$ cat src/rtl/iq_vector_packer_if.sv
// Sample-pair input stream and packed-vector output stream of iq_vector_packer.
// Both sides use valid/ready: a transfer happens on a rising edge where valid and ready are both 1; a source holds valid and payload stable until that edge.
interface iq_vector_packer_if #(
    parameter int LENGTH  = 8,
    parameter int XI_BITS = 12,
    parameter int XQ_BITS = 12,
    parameter int YI_BITS = 12,
    parameter int YQ_BITS = 12
);
    logic                        s_axis_tvalid;
    logic                        s_axis_tready;
    logic                        s_axis_tlast;
    logic [XI_BITS-1:0]          s_xi;
    logic [XQ_BITS-1:0]          s_xq;
    logic [YI_BITS-1:0]          s_yi;
    logic [YQ_BITS-1:0]          s_yq;
    logic                        m_axis_tvalid;
    logic                        m_axis_tready;
    logic                        m_axis_tlast;
    logic [XI_BITS*LENGTH-1:0]   m_xi;
    logic [XQ_BITS*LENGTH-1:0]   m_xq;
    logic [YI_BITS*LENGTH-1:0]   m_yi;
    logic [YQ_BITS*LENGTH-1:0]   m_yq;

    modport slave (
        input  s_axis_tvalid, s_axis_tlast, s_xi, s_xq, s_yi, s_yq, m_axis_tready,
        output s_axis_tready, m_axis_tvalid, m_axis_tlast, m_xi, m_xq, m_yi, m_yq
    );

    modport master (
        output s_axis_tvalid, s_axis_tlast, s_xi, s_xq, s_yi, s_yq, m_axis_tready,
        input  s_axis_tready, m_axis_tvalid, m_axis_tlast, m_xi, m_xq, m_yi, m_yq
    );
endinterface

$ cat src/rtl/iq_vector_packer.sv
// Packs LENGTH complex x/y sample pairs into wide vectors; an output register plus a
// parking fill buffer let input stream at one pair per cycle under consumer backpressure.
module iq_vector_packer #(
    parameter int LENGTH  = 8,
    parameter int XI_BITS = 12,
    parameter int XQ_BITS = 12,
    parameter int YI_BITS = 12,
    parameter int YQ_BITS = 12
) (
    input  logic             clk,
    input  logic             rst,
    iq_vector_packer_if.slave bus
);
    localparam int CW = $clog2(LENGTH + 1);
    localparam int XIW = XI_BITS * LENGTH;
    localparam int XQW = XQ_BITS * LENGTH;
    localparam int YIW = YI_BITS * LENGTH;
    localparam int YQW = YQ_BITS * LENGTH;
    localparam logic [CW-1:0] FULL      = CW'(LENGTH);
    localparam logic [CW-1:0] LAST_SLOT = CW'(LENGTH - 1);

    logic [CW-1:0]  cnt_q, cnt_d;
    logic           live_q;
    logic [XIW-1:0] xi_buf_q, xi_buf_d, xi_out_q, xi_out_d, xi_vec;
    logic [XQW-1:0] xq_buf_q, xq_buf_d, xq_out_q, xq_out_d, xq_vec;
    logic [YIW-1:0] yi_buf_q, yi_buf_d, yi_out_q, yi_out_d, yi_vec;
    logic [YQW-1:0] yq_buf_q, yq_buf_d, yq_out_q, yq_out_d, yq_vec;
    logic           park_last_q, park_last_d;
    logic           m_valid_q, m_valid_d;
    logic           m_last_q, m_last_d;

    logic s_ready, s_acc, slot_free, closing;

    // live_q keeps s_axis_tready low until the first edge after reset releases.
    assign s_ready   = live_q && (cnt_q != FULL);
    assign s_acc     = bus.s_axis_tvalid && s_ready;
    assign slot_free = !m_valid_q || bus.m_axis_tready;
    assign closing   = s_acc && (bus.s_axis_tlast || (cnt_q == LAST_SLOT));

    // Higher slots of the fill buffer are always zero, so dropping the new sample
    // into slot cnt yields a correctly zero-padded vector.
    always_comb begin
        xi_vec = xi_buf_q;
        xq_vec = xq_buf_q;
        yi_vec = yi_buf_q;
        yq_vec = yq_buf_q;
        if (cnt_q != FULL) begin
            xi_vec[cnt_q*XI_BITS +: XI_BITS] = bus.s_xi;
            xq_vec[cnt_q*XQ_BITS +: XQ_BITS] = bus.s_xq;
            yi_vec[cnt_q*YI_BITS +: YI_BITS] = bus.s_yi;
            yq_vec[cnt_q*YQ_BITS +: YQ_BITS] = bus.s_yq;
        end
    end

    always_comb begin
        cnt_d       = cnt_q;
        xi_buf_d    = xi_buf_q;
        xq_buf_d    = xq_buf_q;
        yi_buf_d    = yi_buf_q;
        yq_buf_d    = yq_buf_q;
        park_last_d = park_last_q;
        xi_out_d    = xi_out_q;
        xq_out_d    = xq_out_q;
        yi_out_d    = yi_out_q;
        yq_out_d    = yq_out_q;
        m_valid_d   = m_valid_q;
        m_last_d    = m_last_q;

        if (m_valid_q && bus.m_axis_tready) begin
            m_valid_d = 1'b0;
            m_last_d  = 1'b0;
        end

        if ((cnt_q == FULL) && slot_free) begin
            xi_out_d    = xi_buf_q;
            xq_out_d    = xq_buf_q;
            yi_out_d    = yi_buf_q;
            yq_out_d    = yq_buf_q;
            m_last_d    = park_last_q;
            m_valid_d   = 1'b1;
            cnt_d       = '0;
            xi_buf_d    = '0;
            xq_buf_d    = '0;
            yi_buf_d    = '0;
            yq_buf_d    = '0;
            park_last_d = 1'b0;
        end else if (closing && slot_free) begin
            xi_out_d  = xi_vec;
            xq_out_d  = xq_vec;
            yi_out_d  = yi_vec;
            yq_out_d  = yq_vec;
            m_last_d  = bus.s_axis_tlast;
            m_valid_d = 1'b1;
            cnt_d     = '0;
            xi_buf_d  = '0;
            xq_buf_d  = '0;
            yi_buf_d  = '0;
            yq_buf_d  = '0;
        end else if (closing) begin
            xi_buf_d    = xi_vec;
            xq_buf_d    = xq_vec;
            yi_buf_d    = yi_vec;
            yq_buf_d    = yq_vec;
            park_last_d = bus.s_axis_tlast;
            cnt_d       = FULL;
        end else if (s_acc) begin
            xi_buf_d = xi_vec;
            xq_buf_d = xq_vec;
            yi_buf_d = yi_vec;
            yq_buf_d = yq_vec;
            cnt_d    = cnt_q + CW'(1);
        end
    end

    always_ff @(posedge clk or posedge rst) begin
        if (rst) begin
            cnt_q       <= '0;
            live_q      <= 1'b0;
            xi_buf_q    <= '0;
            xq_buf_q    <= '0;
            yi_buf_q    <= '0;
            yq_buf_q    <= '0;
            park_last_q <= 1'b0;
            xi_out_q    <= '0;
            xq_out_q    <= '0;
            yi_out_q    <= '0;
            yq_out_q    <= '0;
            m_valid_q   <= 1'b0;
            m_last_q    <= 1'b0;
        end else begin
            cnt_q       <= cnt_d;
            live_q      <= 1'b1;
            xi_buf_q    <= xi_buf_d;
            xq_buf_q    <= xq_buf_d;
            yi_buf_q    <= yi_buf_d;
            yq_buf_q    <= yq_buf_d;
            park_last_q <= park_last_d;
            xi_out_q    <= xi_out_d;
            xq_out_q    <= xq_out_d;
            yi_out_q    <= yi_out_d;
            yq_out_q    <= yq_out_d;
            m_valid_q   <= m_valid_d;
            m_last_q    <= m_last_d;
        end
    end

    assign bus.s_axis_tready = s_ready;
    assign bus.m_axis_tvalid = m_valid_q;
    assign bus.m_axis_tlast  = m_last_q;
    assign bus.m_xi          = xi_out_q;
    assign bus.m_xq          = xq_out_q;
    assign bus.m_yi          = yi_out_q;
    assign bus.m_yq          = yq_out_q;
endmodule

$ cat src/flat_wrapper.sv
// flat-port wrapper written by rule: the top's interface ports become plain ports
module iq_vector_packer_flat 
#(
    parameter int LENGTH  = 8,
    parameter int XI_BITS = 12,
    parameter int XQ_BITS = 12,
    parameter int YI_BITS = 12,
    parameter int YQ_BITS = 12
)
  (clk, rst, bus_s_axis_tvalid, bus_s_axis_tlast, bus_s_xi, bus_s_xq, bus_s_yi, bus_s_yq, bus_m_axis_tready, bus_s_axis_tready, bus_m_axis_tvalid, bus_m_axis_tlast, bus_m_xi, bus_m_xq, bus_m_yi, bus_m_yq);
  iq_vector_packer_if #(.LENGTH(LENGTH), .XI_BITS(XI_BITS), .XQ_BITS(XQ_BITS), .YI_BITS(YI_BITS), .YQ_BITS(YQ_BITS)) bus_i ();
  input  logic clk;
  input  logic rst;
  input wire logic [$bits(bus_i.s_axis_tvalid)-1:0] bus_s_axis_tvalid;
  input wire logic [$bits(bus_i.s_axis_tlast)-1:0] bus_s_axis_tlast;
  input wire logic [$bits(bus_i.s_xi)-1:0] bus_s_xi;
  input wire logic [$bits(bus_i.s_xq)-1:0] bus_s_xq;
  input wire logic [$bits(bus_i.s_yi)-1:0] bus_s_yi;
  input wire logic [$bits(bus_i.s_yq)-1:0] bus_s_yq;
  input wire logic [$bits(bus_i.m_axis_tready)-1:0] bus_m_axis_tready;
  output wire logic [$bits(bus_i.s_axis_tready)-1:0] bus_s_axis_tready;
  output wire logic [$bits(bus_i.m_axis_tvalid)-1:0] bus_m_axis_tvalid;
  output wire logic [$bits(bus_i.m_axis_tlast)-1:0] bus_m_axis_tlast;
  output wire logic [$bits(bus_i.m_xi)-1:0] bus_m_xi;
  output wire logic [$bits(bus_i.m_xq)-1:0] bus_m_xq;
  output wire logic [$bits(bus_i.m_yi)-1:0] bus_m_yi;
  output wire logic [$bits(bus_i.m_yq)-1:0] bus_m_yq;
  assign bus_i.s_axis_tvalid = bus_s_axis_tvalid;
  assign bus_i.s_axis_tlast = bus_s_axis_tlast;
  assign bus_i.s_xi = bus_s_xi;
  assign bus_i.s_xq = bus_s_xq;
  assign bus_i.s_yi = bus_s_yi;
  assign bus_i.s_yq = bus_s_yq;
  assign bus_i.m_axis_tready = bus_m_axis_tready;
  assign bus_s_axis_tready = bus_i.s_axis_tready;
  assign bus_m_axis_tvalid = bus_i.m_axis_tvalid;
  assign bus_m_axis_tlast = bus_i.m_axis_tlast;
  assign bus_m_xi = bus_i.m_xi;
  assign bus_m_xq = bus_i.m_xq;
  assign bus_m_yi = bus_i.m_yi;
  assign bus_m_yq = bus_i.m_yq;
  iq_vector_packer #(.LENGTH(LENGTH), .XI_BITS(XI_BITS), .XQ_BITS(XQ_BITS), .YI_BITS(YI_BITS), .YQ_BITS(YQ_BITS)) u_core (.clk(clk), .rst(rst), .bus(bus_i));
endmodule
$ cat config.mk
export PLATFORM = sky130hd
export DESIGN_NAME = iq_vector_packer_flat
export DESIGN_NICKNAME = d
export VERILOG_FILES = /design/src/rtl/iq_vector_packer_if.sv /design/src/rtl/iq_vector_packer.sv /design/src/flat_wrapper.sv
export SDC_FILE = /design/constraint.sdc
export NUM_CORES = 2
export LEC_CHECK = 0
export ABC_AREA = 1
export CORE_MARGIN = 1.5
export CORE_UTILIZATION = 45
export CTS_CLUSTER_SIZE = 16
export DETAILED_ROUTE_END_ITERATION = 8
export GPL_ROUTABILITY_DRIVEN = 0
export PLACE_DENSITY = 0.68
export SYNTH_ARGS = -nofsm -noshare
export SYNTH_HDL_FRONTEND = slang
export SYNTH_SLANG_ARGS = --single-unit
$ cat constraint.sdc
create_clock -name clk -period 31.8 [get_ports clk]
set_input_delay 4.77 -clock clk [delete_from_list [all_inputs] [get_ports clk]]
set_output_delay 4.77 -clock clk [all_outputs]
set_load 0.02 [all_outputs]
* Word-level counts from Yosys, hierarchy flattened
Index checks and enable logic that the tools add are counted.
Storage, ports and cells: flip-flop bits (word level) 776, latch bits 0, RAM bits 0, ROM bits 0, bits of input ports 53, output and inout bits 387, word-level logic and storage cells 83, memories kept 0
Operators by class: add/sub/neg operators 2, $mul 1, divide/modulo/power cells 0, $lt $le $gt $ge 0, equal/unequal tests 4, shift operators 5, muxes and demuxes 44, bitwise logic cells 0, reductions and logical operators 14
Operators by type and width (number):
- 96-bit two-way mux | 28
- 96-bit bitwise mux | 4
- 12-bit by 34-bit variable part select with 96-bit output | 4
- 12-bit by 34-bit variable shift with 96-bit output (first input constant) | 1
- 8-bit negation with 34-bit output | 1
- 4-bit two-way mux | 4
- 1-bit two-way mux | 8
- 1-bit logical AND | 6
- 4-bit by 2-bit multiplier with 6-bit output (second input constant) | 1
- 4-bit by 1-bit adder with 4-bit output (second input constant) | 1
- 4-bit by 3-bit equality test with 1-bit output (second input constant) | 1
- 4-bit equality test (second input constant) | 1
- 4-bit inequality test (second input constant) | 1
- 2-bit nonzero test | 2
- 4-bit nonzero test | 1
- 3-bit nonzero test | 1
- 1-bit logical OR | 2
- 2-bit by 1-bit inequality test with 1-bit output (second input constant) | 1
- 2-bit AND reduction | 1
- 1-bit zero test | 1

* Logic depth before layout (Yosys ltp)
depth after elaboration 9, depth in mapped cells 23, gate-level depth less buffers 19

* Worst setup path after synthesis
OpenSTA, ideal clock, no wires.
kind reg2out, start point register u_core.cnt_q[0], end point output port bus_s_axis_tready, data arrival time 1740 ps, data required time 27030 ps, slack 25290 ps, stages on the path, launching flop included 9, buffers on the path 3, cell sequence dfrtp_1 -> buf_4 -> inv_1 -> clkbuf_1 -> clkbuf_1 -> ha_1 -> nand2_2 -> inv_2 -> nor2_2
On the way: longest elaborated chain between the ends 2
RTL lines:
- start, declared | line iq_vector_packer.sv:22 | logic [CW-1:0] cnt_q, cnt_d;
- start signal, assigned | line iq_vector_packer.sv:131 | cnt_q <= cnt_d;
- 4-bit inequality test | line iq_vector_packer.sv:35 | assign s_ready = live_q && (cnt_q != FULL);
- 1-bit logical AND | line iq_vector_packer.sv:35
- end, declared | line flat_wrapper.sv:21 | output wire logic [$bits(bus_i.s_axis_tready)-1:0] bus_s_axis_tready;
Every way passes these cells.

* Worst setup path after layout
start point register u_core.cnt_q[2], end point output port bus_s_axis_tready
Same word-level chain as after synthesis.

==> run metrics <==
status finished, final reports clean; clock sink total between 700 and 800; DIE WIDTH between 200 and 300 um; crit path DAT between 4 and 5 ns; fmax between 100 and 150 MHz; Cells after DPL just over 6000; drt pass-1 iters 6; pre-CTS WS 22.57 ns; Post CTS Setup Buffer Count 0; overall global routing resource usage roughly 30%; fillers between 7000 and 8000; area of the core about 0.084 sq mm; critical path class flop to output port; syn nets about 5000; CTS H-Tree Depth 3; max-cap violations 0; FF+latch count, synth just under 800; global route overflow 0; final setup violation count 0; critical-path cell list inv_1, ha_1, nand2_2, inv_2, nor2_2, clkdlybuf4s50_1; Worst-path clk slew 0.06 ns; delay-heaviest family, CP buffers and inverters; die area about 0.086 sq mm; Mean Syn Cell Area 7.661 sq um; I/O pins 440; slew margin rel. 11.69%; Final min period roughly 9.4 ns; Clock Latency Late Sink approximately 0.64 ns; DR iter-0 viols 4788; Post-DP HPWL around 88000 um; Vias approximately 36000; RSZ-0062 raised after global routing no; Post-synth top flop dfrtp_1; post_cts resized 0; Synth cell types 39; CTS max path bufs 3; WP data required between 20 and 30 ns; routed len/inst approximately 21 um; actual slew at the worst max-slew pin between 1 and 1.5 ns; Final period util between 20% and 30%; post-synthesis cell area roughly 0.038 sq mm; # diodes 0; DIE HEIGHT around 300 um; number of remaining DRC errors 0; layout cell share with drive strength beyond 1 just under 5%; worst setup margin roughly 22 ns; DRT Wirelength 131200 um; Final Slew Violations 0; Syn Inst Count approximately 5000; CTS Hold Bufs 0; num rows 106; crit path capture type output port; Hold Crit Class flop to flop; Sum Neg Setup Slack 0 ns; first-pass GRT wire length between 150000 and 200000 um; Final Hold Fails 0; number of routed nets with antenna violations 0; Initial Utilization between 40% and 50%; Post-synth EDFFs 0; Crit path buffers/inverters 3; most common cell after layout, fill and taps aside nand2_1; initial antenna violation count 11; largest net degree at the start of global routing 257; Port Buf Inserts ~440; Slowest-stage cell, CP dfrtp_1; fin cells 6333; NumNets Final 5253; area grow syn2layout 20.18%; sequential area share after synthesis between 50% and 60%; YS warnings 0; Worst Skew roughly 0.022 ns; most frequent cells in the layout 1714 x nand2_1, 775 x dfrtp_1, 585 x nand3_1, 439 x clkdlybuf4s50_1, 438 x o21ai_0; Worst setup SP type flop; number of global-route vias before repair 32526; TritonCTS clock tree done; Register Area just under 0.02 sq mm; clk root buf clkbuf_16; Post-synth ARST share between 90% and 100%; Worst Path Max Fanout 45; via-per-instance ratio 5.623; CTS Buf Count between 80 and 90; Multi-input gate area around 0.016 sq mm; crit-path max cell delay 0.92 ns
path summary, 6_finish.rpt:
kind / startpoint / end / slack, ns / cells past startpoint
worst max register to register: u_core.cnt_q[2] / u_core.yq_buf_q[39] / 24.76 / 12
worst min-delay path: u_core.xi_buf_q[65] / u_core.xi_buf_q[65] / 0.48 / 2
worst max-delay path: u_core.cnt_q[2] / bus_s_axis_tready / 22.38 / 6
min in group asynchronous: rst / u_core.bus.m_yi[83] / 4.76 / 2
max in group asynchronous: rst / u_core.bus.m_xi[31] / 23.95 / 5
worst min register to register: u_core.xi_buf_q[65] / u_core.xi_buf_q[65] / 0.48 / 2
flip-flops by register name, summed over array words and instances, names as in the netlist:
| signal | flops |
|---|---|
| u_core.bus.m_xi | 96 |
| u_core.bus.m_xq | 96 |
| u_core.bus.m_yi | 96 |
| u_core.bus.m_yq | 96 |
| u_core.xi_buf_q | 96 |
| u_core.xq_buf_q | 96 |
| u_core.yi_buf_q | 96 |
| u_core.yq_buf_q | 96 |
| u_core.cnt_q | 4 |
| u_core.bus.m_axis_tlast | 1 |
| u_core.bus.m_axis_tvalid | 1 |
| u_core.live_q | 1 |
| u_core.park_last_q | 1 |
Yosys cell counts (2+ instances only):
master | n | area [sq um]
a21oi_1 | 31 | 155.2
a31oi_1 | 30 | 187.7
buf_1 | 33 | 123.9
buf_2 | 112 | 560.5
buf_4 | 8 | 60.06
buf_6 | 2 | 22.52
clkbuf_1 | 187 | 701.9
clkinv_1 | 2 | 7.510
dfrtp_1 | 776 | 19420
ha_1 | 9 | 112.6
inv_1 | 374 | 1404
inv_2 | 6 | 22.52
nand2_1 | 1716 | 6441
nand2_2 | 9 | 56.30
nand2_4 | 2 | 22.52
nand3_1 | 586 | 2933
nand3b_1 | 5 | 37.54
nand4_1 | 123 | 769.5
nor2_1 | 219 | 822.0
nor2_2 | 7 | 43.79
nor2_4 | 5 | 56.30
nor3_1 | 29 | 145.1
o211ai_1 | 70 | 525.5
o21ai_0 | 442 | 2212
o21ai_1 | 37 | 185.2
o21ai_2 | 3 | 26.28
o21ai_4 | 2 | 32.53
o21bai_1 | 5 | 37.54
o22ai_1 | 96 | 600.6
or2_2 | 15 | 93.84
cells by family (layout without fill, tap and decap cells):
| kind of cell | Yosys count | in the layout | share of synthesized area [%] |
|---|---|---|---|
| AOI/OAI and AO/OA | 718 | 718 | 10.50 |
| adders and majority gates | 10 | 10 | 0.3497 |
| xor gates and xnor gates | 1 | 1 | 0.04290 |
| and+or+nand+nor | 2720 | 2720 | 30.24 |
| other | 1 | 1 | 0.009889 |
| buffers and inverters | 724 | 1027 | 7.655 |
| DFF | 776 | 776 | 51.21 |
final cells by class:
type	instances	area share, %
Clock inverter	24	0.6177
Multi-Input combinational cell	3450	34.43
Clock buffer	124	5.538
Tap cell	1080	2.965
Inverter	382	3.212
Timing Repair Buffer	497	10.62
Sequential cell	776	42.61
worst reg2reg max path: cells and delay by family, from the launching register on:
kind,cells,cell delay (ns)
adder cells (fa/ha/maj),1,0.44
buffers and inverters,4,2.56
flip-flops,1,0.92
AND/OR/NAND/NOR,7,3.03
through the flow:
step / instance area (sq um) / hold slack (ns) / utilization (%)
after floorplan: 37920 / 0.4417 / -
after global placement: 42770 / 0.4535 / 51.19
after detailed placement: 42770 / 0.4602 / 51.19
after CTS: 45570 / 0.4765 / 54.54
after global routing: 45570 / 0.4897 / 54.54
final: 45570 / 0.4762 / 54.54
routing by layer:
| metal | share of wire (%) | vias to the layer above | track usage, % |
|---|---|---|---|
| met2 | 44 | 1665 | 44.24 |
| met3 | 8.7 | 297 | 5.038 |
| met5 | 0.095 | - | 0 |
| met1 | 43 | 17001 | 43.23 |
| met4 | 4.3 | 20 | 12.28 |
| li1 | - | 16630 | - |
Power is left out: the tool's default activity adds up to more than one toggle a clock period on the data nets, which glitch-free logic cannot reach.
